==> config.mk <==
export PLATFORM = sky130hd
export DESIGN_NAME = adder_fp
export DESIGN_NICKNAME = d
export VERILOG_FILES = /design/src/rtl/adder_fp.sv
export SDC_FILE = /design/constraint.sdc
export NUM_CORES = 1
export LEC_CHECK = 0
export CORE_AREA = 5 5 207 149
export DETAILED_ROUTE_END_ITERATION = 6
export DIE_AREA = 0 0 212 154
export DONT_BUFFER_PORTS = 1
export PLACE_DENSITY = 0.8
export SYNTH_ARGS = -nofsm -noshare
export SYNTH_HDL_FRONTEND = slang
export SYNTH_SLANG_ARGS = --single-unit
==> constraint.sdc <==
create_clock -name clk -period 19.8 [get_ports clk]
set_input_delay 2.97 -clock clk [delete_from_list [all_inputs] [get_ports clk]]
set_output_delay 2.97 -clock clk [all_outputs]
set_load 0.05 [all_outputs]
==> src/rtl/adder_fp.sv <==
// adder_fp: multi-cycle IEEE-754 single-precision adder with truncation.
//
// A request is accepted in IDLE when start is high; the operands are captured
// on that edge and walk through ALIGN -> ADD -> NORM -> DONE, one state per
// clock. The result appears on Y on entry to DONE together with a one-cycle
// ready pulse, so every request (specials included) takes exactly four cycles.
// Denormal inputs are flushed to zero, results never go subnormal, and bits
// shifted out during alignment are simply dropped.
//
// Ports:
//   clk    in   1  rising-edge clock
//   reset  in   1  asynchronous active-high reset (clears FSM, ready, busy, Y)
//   start  in   1  request strobe, only looked at in IDLE
//   A, B   in  32  single-precision operands
//   ready  out  1  high for the single DONE cycle; Y holds the new sum
//   busy   out  1  high in ALIGN, ADD and NORM
//   Y      out 32  sum A+B, held until the next DONE
module adder_fp (
    input  logic        clk,
    input  logic        reset,
    input  logic        start,
    input  logic [31:0] A,
    input  logic [31:0] B,
    output logic        ready,
    output logic        busy,
    output logic [31:0] Y
);

    localparam logic [31:0] QNAN = 32'h7FC0_0000;

    typedef enum logic [2:0] {IDLE, ALIGN, ADD, NORM, DONE} state_t;

    state_t state, state_next;

    // Counts leading zeros of a 24-bit mantissa; the NORM shift is done in one
    // cycle from this value.
    function automatic logic [4:0] lzc24(input logic [23:0] v);
        logic [4:0] n;
        logic       found;
        n     = 5'd0;
        found = 1'b0;
        for (int i = 23; i >= 0; i--) begin
            if (!found) begin
                if (v[i]) found = 1'b1;
                else      n = n + 5'd1;
            end
        end
        return n;
    endfunction

    // Saturates a normalized result: overflow becomes signed infinity,
    // underflow becomes signed zero.
    function automatic logic [31:0] pack_sat(input logic s,
                                             input logic signed [9:0] e,
                                             input logic [22:0] f);
        if (e >= 10'sd255)     return {s, 8'hFF, 23'd0};
        else if (e <= 10'sd0)  return {s, 31'd0};
        else                   return {s, e[7:0], f};
    endfunction

    always_ff @(posedge clk or posedge reset) begin
        if (reset) state <= IDLE;
        else       state <= state_next;
    end

    always_comb begin
        state_next = state;
        case (state)
            IDLE:    if (start) state_next = ALIGN;
            ALIGN:   state_next = ADD;
            ADD:     state_next = NORM;
            NORM:    state_next = DONE;
            DONE:    state_next = IDLE;
            default: state_next = IDLE;
        endcase
    end

    always_comb begin
        busy  = (state == ALIGN) || (state == ADD) || (state == NORM);
        ready = (state == DONE);
    end

    // ---- stage p0: operand capture in IDLE ----
    logic [31:0] a_p0, b_p0;

    always_ff @(posedge clk) begin
        if (state == IDLE && start) begin
            a_p0 <= A;
            b_p0 <= B;
        end
    end

    logic        a_zero, b_zero, a_inf, b_inf, a_nan, b_nan;
    logic        spec_al;
    logic [31:0] spec_y_al;
    logic [31:0] big_al, sml_al;
    logic [7:0]  diff_al;
    logic [23:0] sml_sh_al;

    always_comb begin
        a_zero = (a_p0[30:23] == 8'd0);
        b_zero = (b_p0[30:23] == 8'd0);
        a_inf  = (a_p0[30:23] == 8'hFF) && (a_p0[22:0] == 23'd0);
        b_inf  = (b_p0[30:23] == 8'hFF) && (b_p0[22:0] == 23'd0);
        a_nan  = (a_p0[30:23] == 8'hFF) && (a_p0[22:0] != 23'd0);
        b_nan  = (b_p0[30:23] == 8'hFF) && (b_p0[22:0] != 23'd0);

        spec_al   = 1'b1;
        spec_y_al = QNAN;
        if (a_nan || b_nan)        spec_y_al = QNAN;
        else if (a_inf && b_inf)   spec_y_al = (a_p0[31] == b_p0[31]) ? a_p0 : QNAN;
        else if (a_inf)            spec_y_al = a_p0;
        else if (b_inf)            spec_y_al = b_p0;
        else if (a_zero && b_zero) spec_y_al = {a_p0[31] & b_p0[31], 31'd0};
        else if (a_zero)           spec_y_al = b_p0;
        else if (b_zero)           spec_y_al = a_p0;
        else                       spec_al   = 1'b0;

        // Exponent-then-fraction ordering is exactly an unsigned compare of
        // the low 31 bits.
        if (a_p0[30:0] >= b_p0[30:0]) begin
            big_al = a_p0;
            sml_al = b_p0;
        end else begin
            big_al = b_p0;
            sml_al = a_p0;
        end
        diff_al = big_al[30:23] - sml_al[30:23];
        // A shift of 24 or more clears the 24-bit mantissa entirely.
        sml_sh_al = {1'b1, sml_al[22:0]} >> diff_al;
    end

    // ---- stage p1: aligned mantissas ----
    logic        sign_big_p1, sign_sml_p1, spec_p1;
    logic [31:0] spec_y_p1;
    logic [7:0]  exp_p1;
    logic [23:0] mant_big_p1, mant_sml_p1;

    always_ff @(posedge clk) begin
        if (state == ALIGN) begin
            sign_big_p1 <= big_al[31];
            sign_sml_p1 <= sml_al[31];
            exp_p1      <= big_al[30:23];
            mant_big_p1 <= {1'b1, big_al[22:0]};
            mant_sml_p1 <= sml_sh_al;
            spec_p1     <= spec_al;
            spec_y_p1   <= spec_y_al;
        end
    end

    logic [24:0] sum_ad;

    always_comb begin
        // big >= small in magnitude, so the difference never goes negative.
        if (sign_big_p1 == sign_sml_p1) sum_ad = {1'b0, mant_big_p1} + {1'b0, mant_sml_p1};
        else                            sum_ad = {1'b0, mant_big_p1} - {1'b0, mant_sml_p1};
    end

    // ---- stage p2: raw sum ----
    logic        sign_p2, spec_p2;
    logic [31:0] spec_y_p2;
    logic [7:0]  exp_p2;
    logic [24:0] sum_p2;

    always_ff @(posedge clk) begin
        if (state == ADD) begin
            sign_p2   <= sign_big_p1;
            exp_p2    <= exp_p1;
            sum_p2    <= sum_ad;
            spec_p2   <= spec_p1;
            spec_y_p2 <= spec_y_p1;
        end
    end

    logic [4:0]         lz_nm;
    logic [23:0]        mant_nm;
    logic signed [9:0]  exp_nm;
    logic [31:0]        y_nm;

    always_comb begin
        lz_nm = lzc24(sum_p2[23:0]);
        if (sum_p2[24]) begin
            mant_nm = sum_p2[24:1];
            exp_nm  = $signed({2'b00, exp_p2}) + 10'sd1;
        end else begin
            mant_nm = sum_p2[23:0] << lz_nm;
            exp_nm  = $signed({2'b00, exp_p2}) - $signed({5'd0, lz_nm});
        end
        if (spec_p2)               y_nm = spec_y_p2;
        else if (sum_p2 == 25'd0)  y_nm = 32'd0;
        else                       y_nm = pack_sat(sign_p2, exp_nm, mant_nm[22:0]);
    end

    // ---- result register: loaded on the NORM -> DONE edge ----
    always_ff @(posedge clk or posedge reset) begin
        if (reset)              Y <= 32'd0;
        else if (state == NORM) Y <= y_nm;
    end

endmodule

==> impl_results.md, run 1 <==
* Worst Skew at 0.0269 ns
* Gpl congestion at 0.988
* Largest area contributor in the netlist: edfxtp_1
* Starting DRT DRC Count at 2157
* CTS Buf Count at 25
* Remaining antenna violation count at 0
* VDD IR max at 0.117 mV
* Slew Viols, Final at 0
* First drt pass iteration count at 7
* Area Growth Syn to Fin at 5.82%
* Hold Path End: spec_y_p2[3]
* Final period utilization at 0.776
* Synth unique cells at 94
* Reg2reg start: sum_p2[20]
* Layout Nets at 1992
* Most common cell in the netlist: edfxtp_1
* Resized Gates After CTS at 0
* Number of flops mapped to enable cells by yosys at 221
* Initial core utilization at 0.640
* Global Route Usage Sum at 0.308
* Largest net degree at the start of global routing at 82
* Worst-Skew Late Latency at 0.54 ns
* Pre-CTS setup slack at 4.83 ns
* Root Buffer: clkbuf_16
* Total wire length after detailed routing at 51400 um
* Hold-fix buffers, CTS at 0
* Unrepaired setup endpoints after global routing: no
* Cell area after layout at 19300 um^2
* Number of global-route vias before repair at 14200
* Layout cells sized above 1 at 0.0786
* Setup tns final at 0 ns
* Flops & latches, synth at 256
* Main area contributors after synthesis: edfxtp_1 (36%), ha_1 (5.7%), dfrtp_1 (4.8%)
* Placement Cell Area at 18600 um^2
* Reg2reg path depth at 70
* Fin crit period at 15.36 ns
* Core Area at 28600 um^2
* Pwr dens at 200 nW/um^2
* Status: complete, no violations
* Core Util, Final at 0.677
* Number of synthesis warnings at 0
* Synthesized cell area at 18300 um^2
* Ys async rst share at 0.137
* R2R setup slack at 4.44 ns
* Post-synth top area share at 0.363
* Initial antenna violation count at 2
* Clk pin slew, worst setup/hold paths at 0.07 ns
* DIE WIDTH at 212 um
* Min-Delay Path Depth at 0
* Most instantiated cells after synthesis: edfxtp_1 (221), nor2_1 (175), nand2_1 (164)
* First-pass GRT wire length at 80400 um
* FF-to-FF End: Y[22]
* Deepest clock path buffer count at 3
* Die Y at 154 um
* Die ar. at 32600 um^2
* Max-Cap Viols at 0
* Fin. Hold Viols at 0
* Setup bufs post-CTS at 0
* Gr ovfl total at 0
* CTS H-tree lvls at 1
* Overall power at 0.00387 W
* TritonCTS Sinks at 256
* Setup crit end kind: flip-flop
* Crit Path Category: flip-flop to flip-flop
* Worst Hold Launch: spec_y_p1[3]
* Worst min path class: flip-flop to flip-flop
* Critical-path top delay cell: or4_1
* Crit path top cell by count: ha_1
* I/O Pins at 101
* Startpoint Class: flip-flop
* Register area share after synthesis at 0.411
* Final setup violation count at 0
* Post-synthesis net count at 2034
* Worst slew pin tran at 1.24 ns
* Dpl hpwl at 38900 um
* Remaining DRCs at 0
* Setup WS post-layout at 4.44 ns
* F_max at 65.1 MHz
* WP data arrival at 15.77 ns
* Vias per cell at 6.86
* Num rows at 52
* CTS tree: built
* IO buf count at 0
* Worst EP required at 20.21 ns
* Post-synthesis average cell area at 9.71 um^2
* Pleak at 7.20 nW
* CP Max Fanout at 27
* Max-slew headroom at 0.169
* Cells after Synth at 1882
* WL/cell at 23.0 um
* Dominant synthesized flop cell: edfxtp_1
* Max incr delay on CP at 0.78 ns
* Vias at 15300
## layer usage
metal  wire length, um  track usage
met4              1310       0.0745
met2             21800        0.441
met1             22100        0.468
met5                13            0
met3              6260       0.0819
## cell type report
cell class              count  area [um^2]
flip-flops and latches    256         7510
multi-input cells        1460        10200
repair buffers             22          165
inverters                  75          282
fillers                  2161         9220
diodes                      1         2.50
well taps                 378          473
clock inverters            13         96.3
clock buffers              31          648
## power by group
part	switching, W	leakage (nW)	internal [W]
Clock	0.000199	0.356	0.000245
Combinational	0.00133	4.40	0.000856
Sequential	0.000359	2.45	0.000883
## worst max path at each step
stage          slack [ns]        from  cells after the start     to
4_1_cts              4.78  sum_p2[20]                     70  Y[22]
3_3_place_gp         5.58  sum_p2[20]                     70  Y[22]
5_1_grt              3.61  sum_p2[20]                     71  Y[22]
6_report             4.44  sum_p2[20]                     70  Y[22]
3_5_place_dp         4.83  sum_p2[20]                     70  Y[22]
2_1_floorplan        6.57  sum_p2[22]                     72  Y[22]
## state kept, by name, indices dropped and copies added, names as in the netlist, 3 cells and up
register,flops
Y,32
a_p0,32
b_p0,32
exp_p1,8
exp_p2,8
mant_big_p1,23
mant_sml_p1,24
spec_y_p1,32
spec_y_p2,32
state,3
sum_p2,25
## stage by stage
stage                     hold WS [ns]  std cells
after floorplan                  0.400       1882
after global placement           0.404       2191
after detailed placement         0.405       2191
after CTS                        0.416       2235
after global routing             0.429       2236
final                            0.417       2236
## cell families (layout without fill, tap and decap cells)
| kind of cell | count (synthesis) | after routing | synth area share |
|---|---|---|---|
| AO/OA/AOI/OAI | 485 | 485 | 0.175 |
| XOR/XNOR | 97 | 97 | 0.0538 |
| adder cells (fa/ha/maj) | 88 | 88 | 0.0606 |
| buffers and inverters | 166 | 141 | 0.0354 |
| flip-flops | 256 | 256 | 0.411 |
| multiplexers | 113 | 113 | 0.0761 |
| other | 0 | 1 | 0 |
| AND/OR/NAND/NOR | 677 | 677 | 0.188 |
## worst max-delay path, delay by kind of cell, from the launching register on
kind / cells / cell delay, ns
xor+xnor: 3 / 0.48
simple gates: 19 / 4.25
compound gates: 28 / 4.86
buf+inv: 4 / 0.92
mux: 3 / 0.50
fa+ha+maj: 13 / 3.65
flops: 1 / 0.59
## cell usage in the layout (no fill, tap or decap), types with 24 or more instances in the layout
master     Yosys  routed
a21o_1        26      26
a21oi_1      130     130
a22oi_1       34      34
and3_1        30      30
clkbuf_16      0      25
dfrtp_1       35      35
edfxtp_1     221     221
ha_1          83      83
inv_1         72      72
mux2i_1       76      76
nand2_1      164     164
nand2b_1      31      31
nand3_1       42      42
nand4_1       28      28
nor2_1       175     174
nor3_1        56      56
nor4_1        35      35
o21ai_0       85      85
xnor2_1       61      60
xor2_1        25      24
Note: power is estimated with default switching activity, not from simulation.
==> run 2, diff against run 1 <==
- ABC_AREA: unset -> 1
- CORE_AREA: 5 5 207 149 -> 5 5 202 146
- DIE_AREA: 0 0 212 154 -> 0 0 207 151
- clock period: 19.8 -> 14.5 ns (I/O delays scaled with it)
==> run 2 against run 1 <==
Effect of this change: clock skew shrank 0.0054 ns; sequential power grew 32%; sequential share of layout area grew 1.4 points; utilization grew 0.63 points; critical endpoint is now Y[3]; first-iteration DRC count shrank 19%; largest power group unchanged.
==> impl_results.md, run 2 <==
* Clk pin slew, worst setup/hold paths at 0.07 ns
* VDD IR max at 0.157 mV
* Final period utilization at 0.906
* Pleak at 7.97 nW
* TritonCTS Sinks at 256
* Worst min path class: flip-flop to flip-flop
* Setup crit end kind: flip-flop
* Dpl hpwl at 38100 um
* Startpoint Class: flip-flop
* Gpl congestion at 1.02
* FILL cells at 2278
* Post-synthesis net count at 2325
* Net Sw Power at 0.00259 W
* Worst slew pin tran at 1.17 ns
* Remaining DRCs at 0
* WHS at 0.415 ns
* Core Util, Final at 0.684
* CP Max Fanout at 23
* Setup bufs post-CTS at 0
* Vias per cell at 6.02
* Max-slew headroom at 0.215
* Critical path capture point: Y[3]
* Reg2reg start: sum_p2[21]
* Worst Skew at 0.0215 ns
* Vias at 15200
* Global Route Usage Sum at 0.315
* Initial antenna violation count at 2
* Num rows at 51
* Fin. Hold Viols at 0
* WP data arrival at 13.61 ns
* First-pass GRT wire length at 78400 um
* DIE WIDTH at 207 um
* WL/cell at 19.7 um
* Register area share after synthesis at 0.431
* Setup tns final at 0 ns
* Dominant synthesized flop cell: edfxtp_1
* IO buf count at 0
* Pwr dens at 277 nW/um^2
* Main area contributors after synthesis: edfxtp_1 (38%), nand2_1 (11%), ha_1 (6.0%)
* Crit path top cell by count: nand2_1
* Cells after Synth at 2173
* Comb pwr share at 0.537
* Cell area after layout at 18700 um^2
* Post-synthesis average cell area at 8.02 um^2
* Register Area at 7510 um^2
* Layout Nets at 2294
* Worst Hold Launch: spec_y_p1[12]
* Deepest clock path buffer count at 3
* Die ar. at 31300 um^2
* Most common cell after layout, fill and taps aside: nand2_1
* CP Launch Point: sum_p2[21]
* Post-synth top area share at 0.381
* Number of synthesis warnings at 0
* Worst-Skew Late Latency at 0.55 ns
* Fin crit period at 13.14 ns
* Slew Viols, Final at 0
* Resized Gates After CTS at 0
* Final setup violation count at 0
* CTS Buf Count at 25
* Placed insts at 2486
* Starting DRT DRC Count at 1749
* Gr ovfl total at 0
* Most common cell in the netlist: nand2_1
* Max-Cap Viols at 0
* Number of global-route vias before repair at 14200
* Remaining antenna violation count at 0
* R2R setup slack at 1.36 ns
* Total wire length after detailed routing at 49900 um
* Commonest non-fill, non-tap cells in the layout: nand2_1 (515), inv_1 (226), edfxtp_1 (221)
* Initial core utilization at 0.638
* Status: complete, no violations
* Reg power frac at 0.318
* Worst EP required at 14.97 ns
* Ys async rst share at 0.137
* Die Y at 151 um
* F_max at 76.1 MHz
* Area Growth Syn to Fin at 7.08%
* Synthesized cell area at 17400 um^2
* Clk pwr share at 0.145
* Core Area at 27300 um^2
* First drt pass iteration count at 7
* Switching Fraction at 0.503
* Largest area contributor in the netlist: edfxtp_1
* Crit Path Category: flip-flop to flip-flop
* Largest net degree at the start of global routing at 92
* Flops & latches, synth at 256
* Number of flops mapped to enable cells by yosys at 221
* I/O Pins at 101
* Placement Cell Area at 17700 um^2
* Most instantiated cells after synthesis: nand2_1 (515), inv_1 (226), edfxtp_1 (221)
* Critical-path top delay cell: edfxtp_1
* Synth unique cells at 61
* Max incr delay on CP at 0.48 ns
* Internal cell power at 0.00257 W
* Reg2reg path depth at 88
* Hold-fix buffers, CTS at 0
* FF-to-FF End: Y[3]
* Unrepaired setup endpoints after global routing: no
* Number of non-filler instances in the completed layout at 2534
* Root Buffer: clkbuf_16
* Multi-input logic area at 8710 um^2
* Layout cells sized above 1 at 0.0713
* CTS tree: built
* CTS H-tree lvls at 1
-- run 2: area by class of cell --
class | count | share of cell area
multi-input cells | 1597 | 0.467
flip-flops and latches | 256 | 0.402
inverters | 248 | 0.0501
clock buffers | 31 | 0.0353
well taps | 371 | 0.0249
clock inverters | 15 | 0.0148
repair buffers | 14 | 0.00563
diodes | 2 | 0.000268
-- run 2: logic make-up (layout without fill, tap and decap cells) --
family                   Yosys count  in the layout  synth area share
AND/OR/NAND/NOR                 1005           1005             0.263
AO/OA/AOI/OAI                    444            444             0.140
buffers and inverters            320            308            0.0719
flip-flops                       256            256             0.431
adder cells (fa/ha/maj)           85             85            0.0619
XOR/XNOR                          61             61            0.0306
multiplexers                       2              2           0.00115
other                              0              2                 0
-- run 2: routing by layer --
metal | track usage | wire length [um]
met1 | 0.446 | 21400
met2 | 0.490 | 21900
met3 | 0.0718 | 5060
met4 | 0.0938 | 1540
met5 | 0 | 0
-- run 2: critical path: cells and delay by family, from the launching register on --
kind	cells	cell delay (ns)
and+or+nand+nor	46	5.07
adders and majority gates	12	3.32
DFF	1	0.48
xor gates and xnor gates	2	0.33
AOI/OAI and AO/OA	16	2.83
buffers and inverters	12	0.97
-- run 2: per-stage QoR --
step | total power, W | setup WS (ns)
6_report | 0.00516 | 1.36
5_1_grt | 0.00557 | 0.0860
4_1_cts | 0.00512 | 1.12
3_5_place_dp | 0.00436 | 1.25
3_3_place_gp | 0.00429 | 2.06
2_1_floorplan | 0.00362 | 3.41
-- run 2: worst min-delay path by stage --
stage / slack [ns] / to / cells past startpoint
6_report: 0.42 / spec_y_p2[12] / 0
5_1_grt: 0.41 / spec_y_p2[12] / 0
4_1_cts: 0.42 / spec_y_p2[28] / 0
3_5_place_dp: 0.40 / spec_y_p2[12] / 0
3_3_place_gp: 0.40 / spec_y_p2[1] / 0
2_1_floorplan: 0.40 / exp_p2[0] / 0
-- run 2: power groups by stage --
stage / clock, W / combinational [W] / sequential (W)
floorplan: 0 / 0.00206 / 0.00156
global placement: 0 / 0.00265 / 0.00164
detailed placement: 0 / 0.00271 / 0.00165
CTS: 0.000752 / 0.00273 / 0.00164
global route: 0.000782 / 0.00312 / 0.00167
finish: 0.000747 / 0.00277 / 0.00164
